**config.mk**
```make
export PLATFORM = sky130hd
export DESIGN_NAME = char_digit_renderer_flat
export DESIGN_NICKNAME = d
export VERILOG_FILES = /design/src/rtl/char_digit_renderer_if.sv /design/src/rtl/char_digit_renderer.sv /design/src/flat_wrapper.sv
export SDC_FILE = /design/constraint.sdc
export NUM_CORES = 1
export LEC_CHECK = 0
export CAP_MARGIN = 20
export CORE_MARGIN = 2
export CORE_UTILIZATION = 35
export DETAILED_ROUTE_END_ITERATION = 8
export PLACE_DENSITY_LB_ADDON = 0.12
export RECOVER_POWER = 100
export SLEW_MARGIN = 20
export SYNTH_ARGS = -nofsm -noshare
export SYNTH_HDL_FRONTEND = slang
export SYNTH_SLANG_ARGS = --single-unit
```
**constraint.sdc**
```tcl
create_clock -name clock -period 2.9 [get_ports clock]
set_input_delay 0.29 -clock clock [delete_from_list [all_inputs] [get_ports clock]]
set_output_delay 0.29 -clock clock [all_outputs]
set_load 0.02 [all_outputs]
```
**src/rtl/char_digit_renderer_if.sv**
```systemverilog
// Signal bundle for char_digit_renderer: digit buffer controls, incoming pixel
// coordinates, the glyph ROM port and the outgoing pixel.
//
// Qualifier semantics: there is no back-pressure anywhere on this bundle.
// pix_de qualifies pix_x/pix_y in the cycle they are presented. pix_valid
// qualifies pix_rgb in the cycle it is presented, exactly three clocks later.
// frame_start and digits_load are single-cycle strobes. rom_q answers
// rom_address/rom_digit one clock after they are presented.
interface char_digit_renderer_if #(
  parameter int NUM_DIGITS = 4
);
  logic                      frame_start;
  logic [4*NUM_DIGITS-1:0]   digits_in;
  logic                      digits_load;
  logic                      pix_de;
  logic [10:0]               pix_x;
  logic [10:0]               pix_y;
  logic [6:0]                rom_address;
  logic [3:0]                rom_digit;
  logic                      rom_q;
  logic                      pix_valid;
  logic [15:0]               pix_rgb;
  logic                      update_pending;

  // Master: timing generator, digit source and glyph ROMs.
  modport master (
    output frame_start, digits_in, digits_load, pix_de, pix_x, pix_y, rom_q,
    input  rom_address, rom_digit, pix_valid, pix_rgb, update_pending
  );

  // Slave: the renderer itself.
  modport slave (
    input  frame_start, digits_in, digits_load, pix_de, pix_x, pix_y, rom_q,
    output rom_address, rom_digit, pix_valid, pix_rgb, update_pending
  );
endinterface

```
**src/rtl/char_digit_renderer.sv**
```systemverilog
// Renders a row of BCD digits at a fixed screen position from 8x16 glyph
// ROMs. The pipeline is three stages: window/address decode, ROM read, and
// colour select. Digit updates are double-buffered and only swap in at
// frame_start.
module char_digit_renderer #(
  parameter logic [10:0] X0          = 11'd100,
  parameter logic [10:0] Y0          = 11'd100,
  parameter int          NUM_DIGITS  = 4,
  parameter int          SCALE_SHIFT = 0,
  parameter logic [15:0] FG_COLOR    = 16'hFFFF,
  parameter logic [15:0] BG_COLOR    = 16'h0000
) (
  input  logic                  clock,
  input  logic                  reset,
  char_digit_renderer_if.slave  bus
);

  localparam int X_END_I = int'(X0) + ((NUM_DIGITS * 8) << SCALE_SHIFT);
  localparam int Y_END_I = int'(Y0) + (16 << SCALE_SHIFT);
  localparam logic [10:0] X_END = 11'(X_END_I);
  localparam logic [10:0] Y_END = 11'(Y_END_I);

  generate
    if (X_END_I > 2047 || Y_END_I > 2047) begin : g_bad_window
      $error("char_digit_renderer: digit field extends past coordinate 2047");
    end
    if (NUM_DIGITS < 1 || NUM_DIGITS > 8) begin : g_bad_digits
      $error("char_digit_renderer: NUM_DIGITS must be 1..8");
    end
    if (SCALE_SHIFT < 0 || SCALE_SHIFT > 2) begin : g_bad_scale
      $error("char_digit_renderer: SCALE_SHIFT must be 0..2");
    end
  endgenerate

  logic [4*NUM_DIGITS-1:0] active_reg;
  logic [4*NUM_DIGITS-1:0] pending_reg;
  logic                    pending_flag;

  // Stage 0 decode results
  logic        in_win_s0;
  logic [10:0] dx;
  logic [3:0]  row;
  logic [7:0]  idx;
  logic [3:0]  code_s0;
  logic        blank_s0;
  logic [6:0]  addr_s0;
  logic [3:0]  digit_s0;

  // Stage 1/2 registers
  logic [6:0]  rom_address_r;
  logic [3:0]  rom_digit_r;
  logic        de_d1, win_d1, blank_d1;
  logic        de_d2, win_d2, blank_d2;

  // Stage 3 registers
  logic        pix_valid_r;
  logic [15:0] pix_rgb_r;

  // Double buffer: a simultaneous load and frame_start bypasses straight to active.
  always_ff @(posedge clock or posedge reset) begin
    if (reset) begin
      active_reg   <= '1;
      pending_reg  <= '1;
      pending_flag <= 1'b0;
    end else if (bus.digits_load && bus.frame_start) begin
      active_reg   <= bus.digits_in;
      pending_reg  <= bus.digits_in;
      pending_flag <= 1'b0;
    end else if (bus.digits_load) begin
      pending_reg  <= bus.digits_in;
      pending_flag <= 1'b1;
    end else if (bus.frame_start && pending_flag) begin
      active_reg   <= pending_reg;
      pending_flag <= 1'b0;
    end
  end

  // Window test and glyph address; offsets are only formed once inside the window.
  always_comb begin
    in_win_s0 = bus.pix_de &&
                (bus.pix_x >= X0) && (bus.pix_x < X_END) &&
                (bus.pix_y >= Y0) && (bus.pix_y < Y_END);
    dx  = in_win_s0 ? ((bus.pix_x - X0) >> SCALE_SHIFT) : 11'd0;
    row = in_win_s0 ? 4'((bus.pix_y - Y0) >> SCALE_SHIFT) : 4'd0;
    idx = dx[10:3];
    code_s0 = 4'hF;
    for (int i = 0; i < NUM_DIGITS; i++) begin
      if (idx == 8'(i)) code_s0 = active_reg[4*(NUM_DIGITS-1-i) +: 4];
    end
    blank_s0 = (code_s0 > 4'd9);
    addr_s0  = 7'd0;
    digit_s0 = 4'd0;
    if (in_win_s0 && !blank_s0) begin
      addr_s0  = {row, dx[2:0]};
      digit_s0 = code_s0;
    end
  end

  // Stage 1 (ROM address) and stage 2 (flags aligned with rom_q).
  always_ff @(posedge clock or posedge reset) begin
    if (reset) begin
      rom_address_r <= 7'd0;
      rom_digit_r   <= 4'd0;
      de_d1         <= 1'b0;
      win_d1        <= 1'b0;
      blank_d1      <= 1'b0;
      de_d2         <= 1'b0;
      win_d2        <= 1'b0;
      blank_d2      <= 1'b0;
    end else begin
      rom_address_r <= addr_s0;
      rom_digit_r   <= digit_s0;
      de_d1         <= bus.pix_de;
      win_d1        <= in_win_s0;
      blank_d1      <= blank_s0;
      de_d2         <= de_d1;
      win_d2        <= win_d1;
      blank_d2      <= blank_d1;
    end
  end

  // Stage 3: colour select from the registered ROM bit.
  always_ff @(posedge clock or posedge reset) begin
    if (reset) begin
      pix_valid_r <= 1'b0;
      pix_rgb_r   <= 16'h0000;
    end else begin
      pix_valid_r <= de_d2;
      if (!de_d2)                  pix_rgb_r <= 16'h0000;
      else if (!win_d2 || blank_d2) pix_rgb_r <= BG_COLOR;
      else if (bus.rom_q)          pix_rgb_r <= FG_COLOR;
      else                         pix_rgb_r <= BG_COLOR;
    end
  end

  assign bus.rom_address    = rom_address_r;
  assign bus.rom_digit      = rom_digit_r;
  assign bus.pix_valid      = pix_valid_r;
  assign bus.pix_rgb        = pix_rgb_r;
  assign bus.update_pending = pending_flag;

endmodule

```
**src/flat_wrapper.sv**
```systemverilog
// flat-port wrapper written by rule: the top's interface ports become plain ports
module char_digit_renderer_flat 
#(
  parameter logic [10:0] X0          = 11'd100,
  parameter logic [10:0] Y0          = 11'd100,
  parameter int          NUM_DIGITS  = 4,
  parameter int          SCALE_SHIFT = 0,
  parameter logic [15:0] FG_COLOR    = 16'hFFFF,
  parameter logic [15:0] BG_COLOR    = 16'h0000
)
  (clock, reset, bus_frame_start, bus_digits_in, bus_digits_load, bus_pix_de, bus_pix_x, bus_pix_y, bus_rom_q, bus_rom_address, bus_rom_digit, bus_pix_valid, bus_pix_rgb, bus_update_pending);
  char_digit_renderer_if #(.NUM_DIGITS(NUM_DIGITS)) bus_i ();
  input  logic clock;
  input  logic reset;
  input wire logic [$bits(bus_i.frame_start)-1:0] bus_frame_start;
  input wire logic [$bits(bus_i.digits_in)-1:0] bus_digits_in;
  input wire logic [$bits(bus_i.digits_load)-1:0] bus_digits_load;
  input wire logic [$bits(bus_i.pix_de)-1:0] bus_pix_de;
  input wire logic [$bits(bus_i.pix_x)-1:0] bus_pix_x;
  input wire logic [$bits(bus_i.pix_y)-1:0] bus_pix_y;
  input wire logic [$bits(bus_i.rom_q)-1:0] bus_rom_q;
  output wire logic [$bits(bus_i.rom_address)-1:0] bus_rom_address;
  output wire logic [$bits(bus_i.rom_digit)-1:0] bus_rom_digit;
  output wire logic [$bits(bus_i.pix_valid)-1:0] bus_pix_valid;
  output wire logic [$bits(bus_i.pix_rgb)-1:0] bus_pix_rgb;
  output wire logic [$bits(bus_i.update_pending)-1:0] bus_update_pending;
  assign bus_i.frame_start = bus_frame_start;
  assign bus_i.digits_in = bus_digits_in;
  assign bus_i.digits_load = bus_digits_load;
  assign bus_i.pix_de = bus_pix_de;
  assign bus_i.pix_x = bus_pix_x;
  assign bus_i.pix_y = bus_pix_y;
  assign bus_i.rom_q = bus_rom_q;
  assign bus_rom_address = bus_i.rom_address;
  assign bus_rom_digit = bus_i.rom_digit;
  assign bus_pix_valid = bus_i.pix_valid;
  assign bus_pix_rgb = bus_i.pix_rgb;
  assign bus_update_pending = bus_i.update_pending;
  char_digit_renderer #(.X0(X0), .Y0(Y0), .NUM_DIGITS(NUM_DIGITS), .SCALE_SHIFT(SCALE_SHIFT), .FG_COLOR(FG_COLOR), .BG_COLOR(BG_COLOR)) u_core (.clock(clock), .reset(reset), .bus(bus_i));
endmodule
```
### Yosys cells after proc, flatten, opt, wreduce, memory -nomap -nowiden

Index checks and enable logic that the tools add are counted.

* flip-flop bits (word level): 67
* input bits: 44
* output and inout bits: 29
* word-level logic and storage cells: 58

* add/sub/neg operators: 2
* magnitude comparators: 5
* equal/unequal tests: 4
* multiplexer cells: 19
* reductions and logical operators: 15

Operators by type and width (number)
* 2-to-1 mux 16 bit: 8
* 2-to-1 mux 4 bit: 6
* >= comparator 11 x 7 -> 1 bit, second input constant: 2
* equality test 8 x 2 -> 1 bit, second input constant: 2
* < comparator 11 x 7 -> 1 bit, second input constant: 1
* < comparator 11 x 8 -> 1 bit, second input constant: 1
* 2-to-1 mux 11 bit: 1
* subtractor 11 x 7 -> 11 bit, second input constant: 1
* equality test 8 x 1 -> 1 bit, second input constant: 1
* logical NOT 8 bit: 1
* logical AND 1 bit: 7
* 2-to-1 mux 7 bit: 1
* greater-than comparator 4 bit, second input constant: 1
* nonzero test 2 bit: 2
* subtractor 4 x 3 -> 4 bit, second input constant: 1
* 2-to-1 mux 1 bit: 3
* nonzero test 3 bit: 1
* logical NOT 1 bit: 2
* != test 2 x 1 -> 1 bit, second input constant: 1
* AND reduction 2 bit: 1
* logical OR 1 bit: 1

### Logic depth before layout (Yosys ltp)

* depth after elaboration: 15
* depth in mapped cells: 12
* mapped depth without buffers: 10

### Worst setup path after synthesis

OpenSTA, ideal clock, no wires.

* kind: input-to-reg
* start: input port bus_pix_x[3]
* end: register u_core.rom_digit_r[0] (netlist: u_core.bus.rom_digit[0])
* library setup time: 0.087 ns
* arrival time: 2.407 ns
* required time: 2.813 ns
* path slack: 0.406 ns
* stages on the path: 12
* buffers on the path: 2
* path through: clkbuf_1 -> inv_1 -> ha_1 -> clkbuf_1 -> nor2_1 -> o21ai_1 -> a2111oi_2 -> a21boi_2 -> o22a_4 -> a31oi_4 -> a41oi_4 -> a211oi_2

* word-level cells in the longest chain between the ends: 15
* elaborated cells on any way between the ends: 20
* classes of those cells: 1 x add/sub; 3 x order compare; 3 x eq/ne; 6 x mux; 7 x reduce/logical

RTL lines
* start, declared: line flat_wrapper.sv:19 `input wire logic [$bits(bus_i.pix_x)-1:0] bus_pix_x;`
* >= comparator 11 x 7 -> 1 bit: line char_digit_renderer.sv:81 `(bus.pix_x >= X0) && (bus.pix_x < X_END) &&`
* logical AND 1 bit: line char_digit_renderer.sv:80 `in_win_s0 = bus.pix_de &&`
* logical AND 1 bit (2 in series): line char_digit_renderer.sv:81
* logical AND 1 bit: line char_digit_renderer.sv:82 `(bus.pix_y >= Y0) && (bus.pix_y < Y_END);`
* 2-to-1 mux 11 bit: line char_digit_renderer.sv:83 `dx = in_win_s0 ? ((bus.pix_x - X0) >> SCALE_SHIFT) : 11'd0;`
* logical NOT 8 bit: line char_digit_renderer.sv:88 `if (idx == 8'(i)) code_s0 = active_reg[4*(NUM_DIGITS-1-i) +: 4];`
* 2-to-1 mux 4 bit (4 in series): line char_digit_renderer.sv:88
* greater-than comparator 4 bit: line char_digit_renderer.sv:90 `blank_s0 = (code_s0 > 4'd9);`
* logical NOT 1 bit: line char_digit_renderer.sv:93 `if (in_win_s0 && !blank_s0) begin`
* logical AND 1 bit: line char_digit_renderer.sv:93
* 2-to-1 mux 4 bit (*): line char_digit_renderer.sv:93
* net u_core.digit_s0[0]: line char_digit_renderer.sv:47 `logic [3:0] digit_s0;`
* end signal, assigned: line char_digit_renderer.sv:112 `rom_digit_r <= digit_s0;`
* end, declared: line char_digit_renderer.sv:51 `logic [3:0] rom_digit_r;`

Mark *: on every way through the listed nets, which the timed path passes. The rest lies on a longest branch.
A chain may end at the register's enable or synchronous reset.

### Worst setup path after layout

* start: input port bus_pix_x[2]
* end: register u_core.rom_digit_r[0] (netlist: u_core.bus.rom_digit[0])

The elaborated chain is that of the path after synthesis.

==> impl_results.md <==
* Status: completed
* TritonCTS clock tree: yes
* R2r worst-path depth at 7
* Routed vias/inst at 4.698
* Hold_ws at 357.0 ps
* Initial Utilization at 0.3580
* Largest net degree at the start of global routing at 37
* 1st-pass router iterations at 4
* Vias in the first global route at 1808
* Hold path cells at 0
* Worst Hold End: u_core.blank_d2
* Fin cells at 378
* Htree depth at 2
* CP max stage delay at 540 ps
* Syn avg cell area at 12.54 sq um
* Total I/O pin count at 73
* FILL cells at 694
* Layout area overhead at 33.91%
* Max Cap Viol at 0
* R2R setup slack at 970 ps
* Later-pin clock latency in the skew report at 310 ps
* First-pass GRT wire length at 8.694 mm
* Finish-stage setup viols at 0
* Max Slew Vio Count at 0
* LEAKAGE at 1.470 nW
* Final hold violation count at 0
* Clk sinks at 52
* Routed WL at 5.203 mm
* GRT Overall Usage at 0.1322
* Per-cell routed wire length at 13.76 um
* TritonCTS buffer count at 5
* Final Skew at 5.506 ps
* CP Launch Type: primary input
* Most frequent cells in the layout: 40 x clkdlybuf4s50_1, 32 x dlygate4sd3_1, 32 x dfstp_2, 20 x dfrtp_1, 17 x mux2_2
* Crit Path Max Fanout at 7
* Worst vdd ir at 0.2244 mV
* CP Capture Type: register
* Post-CTS Hold Buffers at 0
* FF-to-FF End: u_core.bus.rom_digit[0]
* CTS resizes at 0
* FP Rows at 31
* Async set-or-reset flop fraction in the synthesized netlist at 1.000
* Synth unique cells at 51
* Drt drc at 0
* Hold Crit Start: u_core.blank_d1
* IO buf count at 72
* Die area at 8082 sq um
* Vias at 1776
* Post-synthesis sequential area ratio at 0.5194
* CP Data Required Time at 3110 ps
* Placed Instances at 370
* Crit Path Class: primary input to register
* Number of stages on the worst setup path at 12
* Root buf cell: clkbuf_8
* Global placement routability congestion at 0.8734
* Die Wd at 89.90 um
* Peak Freq at 0.3765 GHz
* Postcts setup bufs at 0
* Top FF cell, synth: dfstp_2
* Synth Net Count at 253
* Util after Layout at 0.4794
* Period utilisation layout at 0.9158
* CTS max path bufs at 2
* Power density over the cells at 458.0 nW/um^2
* Most common cell after layout, fill and taps aside: clkdlybuf4s50_1
* Core area at 7214 sq um
* Share of cells above drive strength 1 at 0.2867
* FF-to-FF Start: u_core.active_reg[10]
* Syn Std Cell Area at 2582 sq um
* Synth Register Bits at 52
* Slew margin rel. at 0.1416
* Worst-path clk slew at 100 ps
* FF/Latch Area at 1341 sq um
* Synth Warn # at 0
* Fin nets at 325
* Hold crit path type: register to register
* Die Y at 89.90 um
* Post-Synthesis Cells at 206
* Number of synthesized flops with an enable pin at 0
* Antenna Cells at 0
* Post-DRT Antenna Nets at 0
* Slowest cell on crit path: clkdlybuf4s50_1
* RSZ-0062 raised after global routing: false
* DP Wirelength at 4.096 mm
* Initial antenna violation count at 0
* Crit-path leading delay family: compound AO/OA/AOI/OAI gates
* Total congestion overflow at 0
* First DRT Iteration DRCs at 87
* Final min period at 2656 ps
* Setup tns final at 0 ps
* CP arrival at 2860 ps
* Crit-path cells: clkdlybuf4s50_1 -> inv_1 -> ha_1 -> o21bai_1 -> buf_4 -> a2bb2oi_1 -> o211ai_1 -> o21ai_0 -> o22a_4 -> a31oi_4 -> a41oi_4 -> a211oi_1
* Worst-Margin Slew at 1286 ps
* CP bufs+invs at 3
* Area of the multi-input gates at 1046 sq um
how the worst max path moves through the flow:
stage / startpoint / slack [ps] / to
3_5_place_dp: bus_pix_x[2] / 4 / u_core.bus.rom_address[6]
4_1_cts: bus_pix_x[2] / 310 / u_core.bus.rom_digit[0]
6_report: bus_pix_x[2] / 240 / u_core.bus.rom_digit[0]
5_1_grt: bus_pix_x[2] / 100 / u_core.bus.rom_digit[0]
3_3_place_gp: bus_pix_x[5] / 40 / u_core.bus.rom_digit[0]
2_1_floorplan: bus_pix_x[3] / 410 / u_core.bus.rom_digit[0]
cell families after synthesis:
group / count (synthesis) / synth area share
and+or+nand+nor: 52 / 0.1206
adders and majority gates: 3 / 0.01454
DFF: 52 / 0.5194
AOI/OAI and AO/OA: 36 / 0.1303
buffers and inverters: 30 / 0.07170
muxes: 33 / 0.1434
Yosys cell counts, types with 3 or more instances:
master | number | area share
dfstp_2 | 32 | 0.33
nor2_1 | 10 | 0.015
buf_4 | 15 | 0.044
a21oi_1 | 3 | 0.0058
o211ai_1 | 3 | 0.0087
nand3_1 | 4 | 0.0078
and2_1 | 4 | 0.0097
dfrtp_1 | 20 | 0.19
inv_1 | 7 | 0.010
or3_1 | 3 | 0.0073
o21ai_0 | 5 | 0.0097
o21ai_1 | 3 | 0.0058
mux2_2 | 32 | 0.14
clkbuf_1 | 4 | 0.0058
nor2b_1 | 8 | 0.019
nand2_1 | 6 | 0.0087
ha_1 | 3 | 0.015
layout make-up:
type,instances,share of cell area
sequential,52,0.3878
multi-input combinational,124,0.3025
timing repair buffer,88,0.2399
tap,99,0.03582
clock buffer,5,0.01990
inverter,7,0.007598
clock inverter,3,0.006512
metal layers:
metal | vias to the layer above | global-route usage | wire, um
met1 | 852 | 0.1662 | 2338
met5 | - | 0 | 0
met3 | 9 | 0.03688 | 282
met2 | 52 | 0.2203 | 2500
met4 | 0 | 0.04487 | 81
li1 | 863 | - | -
stage by stage:
step                total power [mW]  setup slack (ps)  area, sq um
floorplan                      1.065             405.8         2582
global placement               1.193             37.79         3388
detailed placement             1.194             4.389         3388
CTS                            1.617             305.1         3480
global route                   1.660             96.98         3458
finish                         1.584             244.1         3458
power by group:
group	internal, mW	total (mW)	switching (mW)
combinational	0.158	0.276	0.118
clock	0.173	0.420	0.247
sequential	0.850	0.888	0.0384
Power figures use the tool's default switching activity.
